--- config.mk ---
export PLATFORM = sky130hd
export DESIGN_NAME = mem_controller
export DESIGN_NICKNAME = d
export VERILOG_FILES = /design/src/rtl/mem_controller.sv
export SDC_FILE = /design/constraint.sdc
export NUM_CORES = 1
export LEC_CHECK = 0
export ABC_CLOCK_PERIOD_IN_PS = 8200
export CAP_MARGIN = 20
export CORE_MARGIN = 4
export CORE_UTILIZATION = 40
export CTS_BUF_LIST = sky130_fd_sc_hd__clkbuf_2
export CTS_CLUSTER_SIZE = 8
export DETAILED_ROUTE_END_ITERATION = 7
export GPL_TIMING_DRIVEN = 0
export PLACE_DENSITY = 0.77
export SYNTH_ARGS = -nofsm -noshare
export SYNTH_HDL_FRONTEND = slang
export SYNTH_SLANG_ARGS = --single-unit
--- constraint.sdc ---
create_clock -name clock -period 8.2 [get_ports clock]
set_clock_uncertainty 0.2 [all_clocks]
set_input_delay 1.64 -clock clock [delete_from_list [all_inputs] [get_ports clock]]
set_output_delay 1.64 -clock clock [all_outputs]
set_load 0.1 [all_outputs]
--- src/rtl/mem_controller.sv ---
// Two-cycle-per-word controller sharing one 256Kx16 async SRAM between fetch and data ports.
// Optional MC_BYTE_WRITE_EN adds per-byte write enables on the data port.
module mem_controller (
    input  logic        clock,
    input  logic        reset,
    input  logic        if_mc_en,
    input  logic [17:0] if_mc_addr,
    output logic [31:0] mc_if_data,
    input  logic        mem_mc_en,
    input  logic        mem_mc_rw,
    input  logic [17:0] mem_mc_addr,
    input  logic [31:0] mem_mc_wdata,
`ifdef MC_BYTE_WRITE_EN
    input  logic [3:0]  mem_mc_be,
`endif
    output logic [31:0] mc_mem_data,
    output logic        mc_stall,
    output logic [17:0] sram_addr,
    output logic [15:0] sram_data_out,
    input  logic [15:0] sram_data_in,
    output logic        sram_data_oe,
    output logic        sram_ce_n,
    output logic        sram_oe_n,
    output logic        sram_we_n,
    output logic        sram_ub_n,
    output logic        sram_lb_n
);

    typedef enum logic [2:0] {
        IDLE = 3'd0,
        D_HI = 3'd1,
        D_LO = 3'd2,
        I_HI = 3'd3,
        I_LO = 3'd4,
        DONE = 3'd5
    } state_t;

    state_t      state;
    state_t      state_next;

    logic [15:0] fetch_addr_q;
    logic [15:0] data_addr_q;
    logic        rw_q;
    logic [31:0] wdata_q;
    logic        fetch_pend_q;
    logic [3:0]  be_q;
    logic [15:0] hi_q;
    logic [17:0] addr_q;
    logic [15:0] dout_q;

    logic        in_data;
    logic        in_inst;
    logic        half_lo;
    logic        data_write;
    logic        data_read;
    logic        start;

    // Byte-address bits [1:0] never reach the SRAM; word alignment is implied.
    logic        unused_addr_bits;
    assign unused_addr_bits = ^{if_mc_addr[1:0], mem_mc_addr[1:0]};

    assign start      = (state == IDLE) && (mem_mc_en || if_mc_en);
    assign in_data    = (state == D_HI) || (state == D_LO);
    assign in_inst    = (state == I_HI) || (state == I_LO);
    assign half_lo    = (state == D_LO) || (state == I_LO);
    assign data_write = in_data && rw_q;
    assign data_read  = in_data && !rw_q;

    always_ff @(posedge clock or posedge reset) begin
        if (reset) begin
            state <= IDLE;
        end else begin
            state <= state_next;
        end
    end

    // A pending fetch latched alongside a data request is chained after D_LO,
    // so a combined transaction completes with only one DONE.
    always_comb begin
        state_next = state;
        case (state)
            IDLE: begin
                if (mem_mc_en) begin
                    state_next = D_HI;
                end else if (if_mc_en) begin
                    state_next = I_HI;
                end
            end
            D_HI:    state_next = D_LO;
            D_LO:    state_next = fetch_pend_q ? I_HI : DONE;
            I_HI:    state_next = I_LO;
            I_LO:    state_next = DONE;
            DONE:    state_next = IDLE;
            default: state_next = IDLE;
        endcase
    end

    // Strobes decode straight from state so an asynchronous reset releases them at once.
    always_comb begin
        mc_stall      = 1'b0;
        sram_addr     = addr_q;
        sram_data_out = dout_q;
        sram_data_oe  = 1'b0;
        sram_ce_n     = 1'b1;
        sram_oe_n     = 1'b1;
        sram_we_n     = 1'b1;
        sram_ub_n     = 1'b1;
        sram_lb_n     = 1'b1;

        case (state)
            IDLE:    mc_stall = if_mc_en || mem_mc_en;
            DONE:    mc_stall = 1'b0;
            default: mc_stall = 1'b1;
        endcase

        if (in_data || in_inst) begin
            sram_addr = {1'b0, (in_data ? data_addr_q : fetch_addr_q), half_lo};
            sram_ce_n = 1'b0;
            sram_ub_n = 1'b0;
            sram_lb_n = 1'b0;
        end

        if (data_read || in_inst) begin
            sram_oe_n = 1'b0;
        end

        if (data_write) begin
            sram_we_n     = 1'b0;
            sram_data_oe  = 1'b1;
            sram_data_out = half_lo ? wdata_q[15:0] : wdata_q[31:16];
            sram_ub_n     = half_lo ? ~be_q[1] : ~be_q[3];
            sram_lb_n     = half_lo ? ~be_q[0] : ~be_q[2];
        end
    end

    always_ff @(posedge clock or posedge reset) begin
        if (reset) begin
            fetch_addr_q <= 16'd0;
            data_addr_q  <= 16'd0;
            rw_q         <= 1'b0;
            wdata_q      <= 32'd0;
            fetch_pend_q <= 1'b0;
            be_q         <= 4'hF;
        end else if (start) begin
            fetch_addr_q <= if_mc_addr[17:2];
            data_addr_q  <= mem_mc_addr[17:2];
            rw_q         <= mem_mc_rw;
            wdata_q      <= mem_mc_wdata;
            fetch_pend_q <= if_mc_en;
`ifdef MC_BYTE_WRITE_EN
            be_q         <= mem_mc_be;
`else
            be_q         <= 4'hF;
`endif
        end
    end

    // Upper half is parked in hi_q; output registers only load on a completed LO cycle.
    always_ff @(posedge clock or posedge reset) begin
        if (reset) begin
            hi_q        <= 16'd0;
            mc_if_data  <= 32'd0;
            mc_mem_data <= 32'd0;
        end else begin
            if ((state == D_HI && !rw_q) || state == I_HI) begin
                hi_q <= sram_data_in;
            end
            if (state == D_LO && !rw_q) begin
                mc_mem_data <= {hi_q, sram_data_in};
            end
            if (state == I_LO) begin
                mc_if_data <= {hi_q, sram_data_in};
            end
        end
    end

    always_ff @(posedge clock or posedge reset) begin
        if (reset) begin
            addr_q <= 18'd0;
            dout_q <= 16'd0;
        end else begin
            addr_q <= sram_addr;
            dout_q <= sram_data_out;
        end
    end

endmodule

==> impl_metrics.toml, run 1 <==
[cells_and_area]
finalCoreUtilization_pct = 54.05
syn_to_final_growth_pct = 32.07
fillers = 1594
drive_above_1_share_pct = 27.65
final_nets = 833

[synthesis]
synthMuxAreaShare_pct = 23.62
synth-xor-area-share_pct = 0.4546
ys_types = 39
synth_top_cell_by_area = "dfrtp_1"
syn_inst = 535
synth_nets = 624
synth_fa_ha_area_share_pct = 0.1299
yosys.area_share.simple_pct = 4.254
synth_edf_count = 0
synthArstFlopShare_pct = 100.0
synth_top_family_by_area = "multiplexers"
synth.yosys.warnings = 0
synth_common_cells = "183 x dfrtp_1, 94 x mux2_2, 50 x mux2_4, 34 x a21oi_1"
yosys_most_used_dff = "dfrtp_1"
avgSynthCellArea_um2 = 14.40
yosysSeqAreaShare_pct = 59.43
ys_ff_latch = 183
synthesis.area_um2 = 7706
synth_top_area_share_pct = 59.43
synth_compound_area_share_pct = 7.631
synth_area_leaders = "dfrtp_1 59%, mux2_2 14%, mux2_4 9.7%, a31oi_1 2.6%, a21oi_1 2.2%"
yosysMostFrequentCell = "dfrtp_1"

[clock_network]
cts_setup_buffers = 0
ctsHoldBuffers = 0
cts_resized = 0
cts_root_buffer = "clkbuf_2"
clk_pin_slew_worst_paths_ns = 0.27
clock_latency_ns = 0.73
cts_buffer_depth = 2
cts.sinks = 183
cts_tree = "built"
htree_levels = 4
cts_buffers = 17

[setup_path]
r2r_cells = 4
crit_required_ns = 6.36
worst_setup_path_end_kind = "output port"
r2r_slack_ns = 5.87
setup.worst_path.start_class = "flop"
reg2reg_to = "mc_mem_data[7]"
critPathArrivalTime_ns = 3.93
worstPathCellList = "buf_4, xnor2_1, clkbuf_1, o21ai_0, a31oi_1, clkdlybuf4s50_1"
cpMaxStageDelayCell = "clkdlybuf4s50_1"
worstPathMaxFanout = 10
crit_type = "flop to output port"
cpPeakStageDelay_ns = 1.18
rr_startpoint = "state[2]"

[floorplanning]
fp-row-count = 50
fp.dieH_um = 146.8
coreArea_um2 = 18830
ioPinCount = 194
dieArea_um2 = 21550
fp.dieW_um = 146.8
start_util_pct = 40.92

[timing]
slew_viol_final = 0
fmax_mhz = 173.4
period_needed_ns = 5.769
setup_viol = 0
rsz0062_at_grt = "no"
finalHoldViolCount = 0
period_share_pct = 70.35
finalSetupTns_ns = 0
relSlewSlack_pct = 30.44
worstMarginPinSlew_ns = 1.040

[route]
vias = 5149
drt_wl_total_um = 19480
viasPerCell = 5.063
ant_nets = 0
drt-wirelength-per-cell_um = 19.16
drc_errors = 0
dr.pass1.iters = 4
drt-initial-drc-count = 158

[outcome]
status = "finished clean"

[worst_hold_path]
min_path_type = "flop to flop"
hp-start = "addr_q[17]"
hold_end = "addr_q[17]"
holdPathStages = 1

[global_route]
grt_overflow_total = 0
grt_max_degree = 104
grt_pass1_wl_um = 31130
track_usage_pct = 18.34
antenna_found_initial = 2
grt_pass1_vias = 5664

[placement]
io_buffers = 189
gp_congestion = 0.7733
dp_hpwl_um = 13760

[run]
maxCapViolCount = 0
## worst max-delay path: cells and delay by family (launching register included)
family | cells | cell delay [ns]
AO/OA/AOI/OAI | 2 | 0.45
XOR/XNOR | 1 | 0.56
buffers and inverters | 3 | 1.74
flip-flops | 1 | 0.44
## layout make-up
| class | count | area (µm²) | share of cell area [%] |
|---|---|---|---|
| Clock inverter | 14 | 131.4 | 1.291 |
| Sequential cell | 183 | 4579 | 45.00 |
| Tap cell | 260 | 325.3 | 3.196 |
| Multi-Input combinational cell | 304 | 2781 | 27.33 |
| Buffer | 42 | 322.8 | 3.172 |
| Inverter | 6 | 30.03 | 0.2951 |
| Antenna cell | 1 | 2.502 | 0.02459 |
| Timing Repair Buffer | 190 | 1919 | 18.86 |
| Clock buffer | 17 | 85.08 | 0.8360 |
## kinds of logic after synthesis
kind of cell,Yosys count
adders and majority gates,1
and+or+nand+nor,49
buffers and inverters,48
AOI/OAI and AO/OA,105
DFF,183
muxes,145
xor gates and xnor gates,4
## registers in the layout, indices dropped and copies added, names as in the netlist
| name | flops |
|---|---|
| fetch_pend_q | 1 |
| wdata_q | 32 |
| state | 3 |
| data_addr_q | 16 |
| hi_q | 16 |
| mc_mem_data | 32 |
| rw_q | 1 |
| fetch_addr_q | 16 |
| dout_q | 16 |
| addr_q | 18 |
| mc_if_data | 32 |
## metrics by stage
step           setup slack (ns)  std cells  hold WS, ns  cell area [µm²]
2_1_floorplan             1.388        535       0.2671             7706
3_5_place_dp              2.601        985       0.2697             9958
3_3_place_gp             -1.053        984       0.2660             9923
4_1_cts                   2.256       1016       0.3264            10170
6_report                  2.431       1017       0.3240            10180
5_1_grt                   2.077       1017       0.3535            10180
## per-layer routing
layer | share of wire, % | GRT usage (%) | up-vias
met5 | 0.036 | 0 | -
met4 | 1.4 | 4.892 | 2
met3 | 10 | 8.544 | 18
met2 | 46 | 28.28 | 166
met1 | 43 | 23.43 | 2603
li1 | - | - | 2360
## how the worst max path moves through the flow
stage / from / endpoint / slack [ns] / cells after the start
finish: state[2] / sram_data_out[12] / 2.43 / 6
floorplan: reset / addr_q[0] / 1.39 / 1
CTS: state[2] / sram_data_out[13] / 2.26 / 6
global placement: reset / fetch_addr_q[6] / -1.05 / 2
global route: state[0] / sram_addr[12] / 2.08 / 6
detailed placement: mem_mc_en / mc_stall / 2.60 / 5
## layout by cell type (no fill, tap or decap), drive strengths merged, types with 16 or more instances in the layout
cell / instances
a21oi: 34
dfrtp: 183
clkbuf: 33
a31oi: 32
nand3b: 16
clkdlybuf4s50: 189
mux2: 145
o21ai: 33
nand3: 16
buf: 27
Power of run 1 is left out: the tool's default activity adds up to more than one toggle a clock period on the data nets, which glitch-free logic cannot reach.
==> run 2: changes to the inputs <==
--- a/config.mk
+++ b/config.mk
@@ -5,7 +5,7 @@
 export SDC_FILE = /design/constraint.sdc
 export NUM_CORES = 1
 export LEC_CHECK = 0
-export ABC_CLOCK_PERIOD_IN_PS = 8200
+export ABC_CLOCK_PERIOD_IN_PS = 5300
 export CAP_MARGIN = 20
 export CORE_MARGIN = 4
 export CORE_UTILIZATION = 40
@@ -13,7 +13,7 @@
 export CTS_CLUSTER_SIZE = 8
 export DETAILED_ROUTE_END_ITERATION = 7
 export GPL_TIMING_DRIVEN = 0
-export PLACE_DENSITY = 0.77
+export PLACE_DENSITY = 0.8
 export SYNTH_ARGS = -nofsm -noshare
 export SYNTH_HDL_FRONTEND = slang
 export SYNTH_SLANG_ARGS = --single-unit
==> constraint.sdc (replaced) <==
create_clock -name clock -period 5.3 [get_ports clock]
set_clock_uncertainty 0.2 [all_clocks]
set_input_delay 1.06 -clock clock [delete_from_list [all_inputs] [get_ports clock]]
set_output_delay 1.06 -clock clock [all_outputs]
set_load 0.1 [all_outputs]
==> run 2 against run 1 <==
  * Via count increased by 0.50%
  * Register-to-register slack worse by 3.0 ns
  * Worst hold slack gained 0.0014 ns
  * Wire length up 1.5%
  * Worst setup slack lost 2.2 ns
  * Critical path depth is the same
  * Die area unchanged
  * Count of clock-buffer cells in the layout increased by 1
  * Cell count up 0.49%
  * Global-route usage increased by 0.41 points
  * First-iteration DRC count fell by 0.63%
  * Critical path type unchanged
==> impl_metrics.toml, run 2 (same netlist as run 1, synthesis figures left out) <==
[cells_and_area]
fillers = 1570
layout_commonest_cell = "dfrtp_1"
syn_to_final_growth_pct = 33.43
multi_input_area_um2 = 2781
fin_cells = 1022
drive_above_1_share_pct = 28.03
reg_top3 = "mc_if_data x32, mc_mem_data x32, wdata_q x32"
layout_common_cells = "183 x dfrtp_1, 159 x clkdlybuf4s50_1, 94 x mux2_2"
final_nets = 836
seq_area_um2 = 4579

[global_route]
grt_overflow_total = 0
grt_pass1_vias = 5650
grt_pass1_wl_um = 31750
track_usage_pct = 18.74
grt_max_degree = 44
antenna_found_initial = 1

[clock_network]
cts_buffers = 17
cts_tree = "built"
clock_latency_ns = 0.78
cts_root_buffer = "clkbuf_2"
htree_levels = 4
cts.sinks = 183
clk_pin_slew_worst_paths_ns = 0.27
cts_buffer_depth = 2

[timing]
finalHoldViolCount = 0
finalSetupTns_ns = 0
period_needed_ns = 5.090
worstMarginPinSlew_ns = 1.049
fmax_mhz = 196.5
rsz0062_at_grt = "no"
relSlewSlack_pct = 29.84
period_share_pct = 96.04
setup_viol = 0
slew_viol_final = 0

[setup_path]
critPathArrivalTime_ns = 3.83
crit_required_ns = 4.04
rr_startpoint = "state[2]"
crit_type = "flop to output port"
worstPathMaxFanout = 10
startpoint = "state[2]"
setup.worst_path.start_class = "flop"
worst_setup_path_end_kind = "output port"

[floorplanning]
coreArea_um2 = 18830
fp.dieW_um = 146.8
fp.dieH_um = 146.8
ioPinCount = 194
start_util_pct = 40.92
fp-row-count = 50
dieArea_um2 = 21550

[route]
dr.pass1.iters = 7
ant_nets = 0
drc_errors = 0
drt-wirelength-per-cell_um = 19.34
drt-initial-drc-count = 157
drt_wl_total_um = 19770
viasPerCell = 5.064
vias = 5175

[worst_hold_path]
hp-start = "addr_q[17]"
min_path_type = "flop to flop"

[run]
maxCapViolCount = 0

[placement]
dp_cells = 988
gp_congestion = 0.7411
io_buffers = 189
dp_hpwl_um = 14330

[outcome]
status = "finished clean"
## run 2: changes by cell type in the layout (fill, tap and decap cells not counted), sizes merged
cell and change:
clkinvlp -1, inv -3, dlygate4sd2 +14, diode +1
buf +3, clkbuf +1, dlymetal6s2s +16, bufinv +1
clkinv +3, clkdlybuf4s50 -30
## run 2: final cells by class
| type | instances | share of cell area, % |
|---|---|---|
| flip-flops and latches | 183 | 44.54 |
| multi-input cells | 304 | 27.05 |
| repair buffers | 193 | 19.40 |
| well taps | 260 | 3.164 |
| plain buffers | 42 | 3.139 |
| clock inverters | 14 | 1.533 |
| clock buffers | 18 | 0.8761 |
| inverters | 6 | 0.2555 |
| diodes | 2 | 0.04867 |
## run 2: metal layers
metal  wire (µm)  GRT usage [%]  vias up
met5           0              0        -
met4         197          4.374        0
met3        2006          8.081       15
met2        9474          30.42      195
met1        8087          23.32     2597
li1            -              -     2368
## run 2: worst max-delay path, cell delays in order (launching register included)
cell	delay, ns
dfrtp_1	0.44
buf_4	0.18
xnor2_1	0.63
clkbuf_1	0.43
o21ai_0	0.15
a31oi_1	0.33
dlygate4sd2_1	0.90
## run 2: metrics by stage
stage,hold WS [ns],setup WS [ns],util (%),instance area (µm²)
2_1_floorplan,0.2671,0.2323,-,7710
3_3_place_gp,0.2639,0.2068,52.72,9927
3_5_place_dp,0.2769,0.7375,53.14,10010
4_1_cts,0.3274,0.0001483,54.37,10240
5_1_grt,0.3409,0.01385,54.59,10280
6_report,0.3254,0.2098,54.60,10280
## run 2: path summary, 6_finish.rpt
path | end | slack (ns) | depth (start not counted)
setup / recovery | sram_data_out[12] | 0.21 | 6
hold / removal | addr_q[17] | 0.33 | 1
setup reg to reg | dout_q[12] | 2.83 | 5
hold reg to reg | addr_q[17] | 0.33 | 1
max in group asynchronous | hi_q[7] | 3.48 | 4
min in group asynchronous | data_addr_q[13] | 0.51 | 2
## run 2: timing repair
| action | 4_1_cts | 5_1_grt |
|---|---|---|
| gates resized for setup | 14 | 16 |
| hold buffers | 0 | 0 |
| setup endpoints to repair | 14 | 16 |
| setup buffers | 0 | 0 |
Power of run 2 is left out for the same reason.
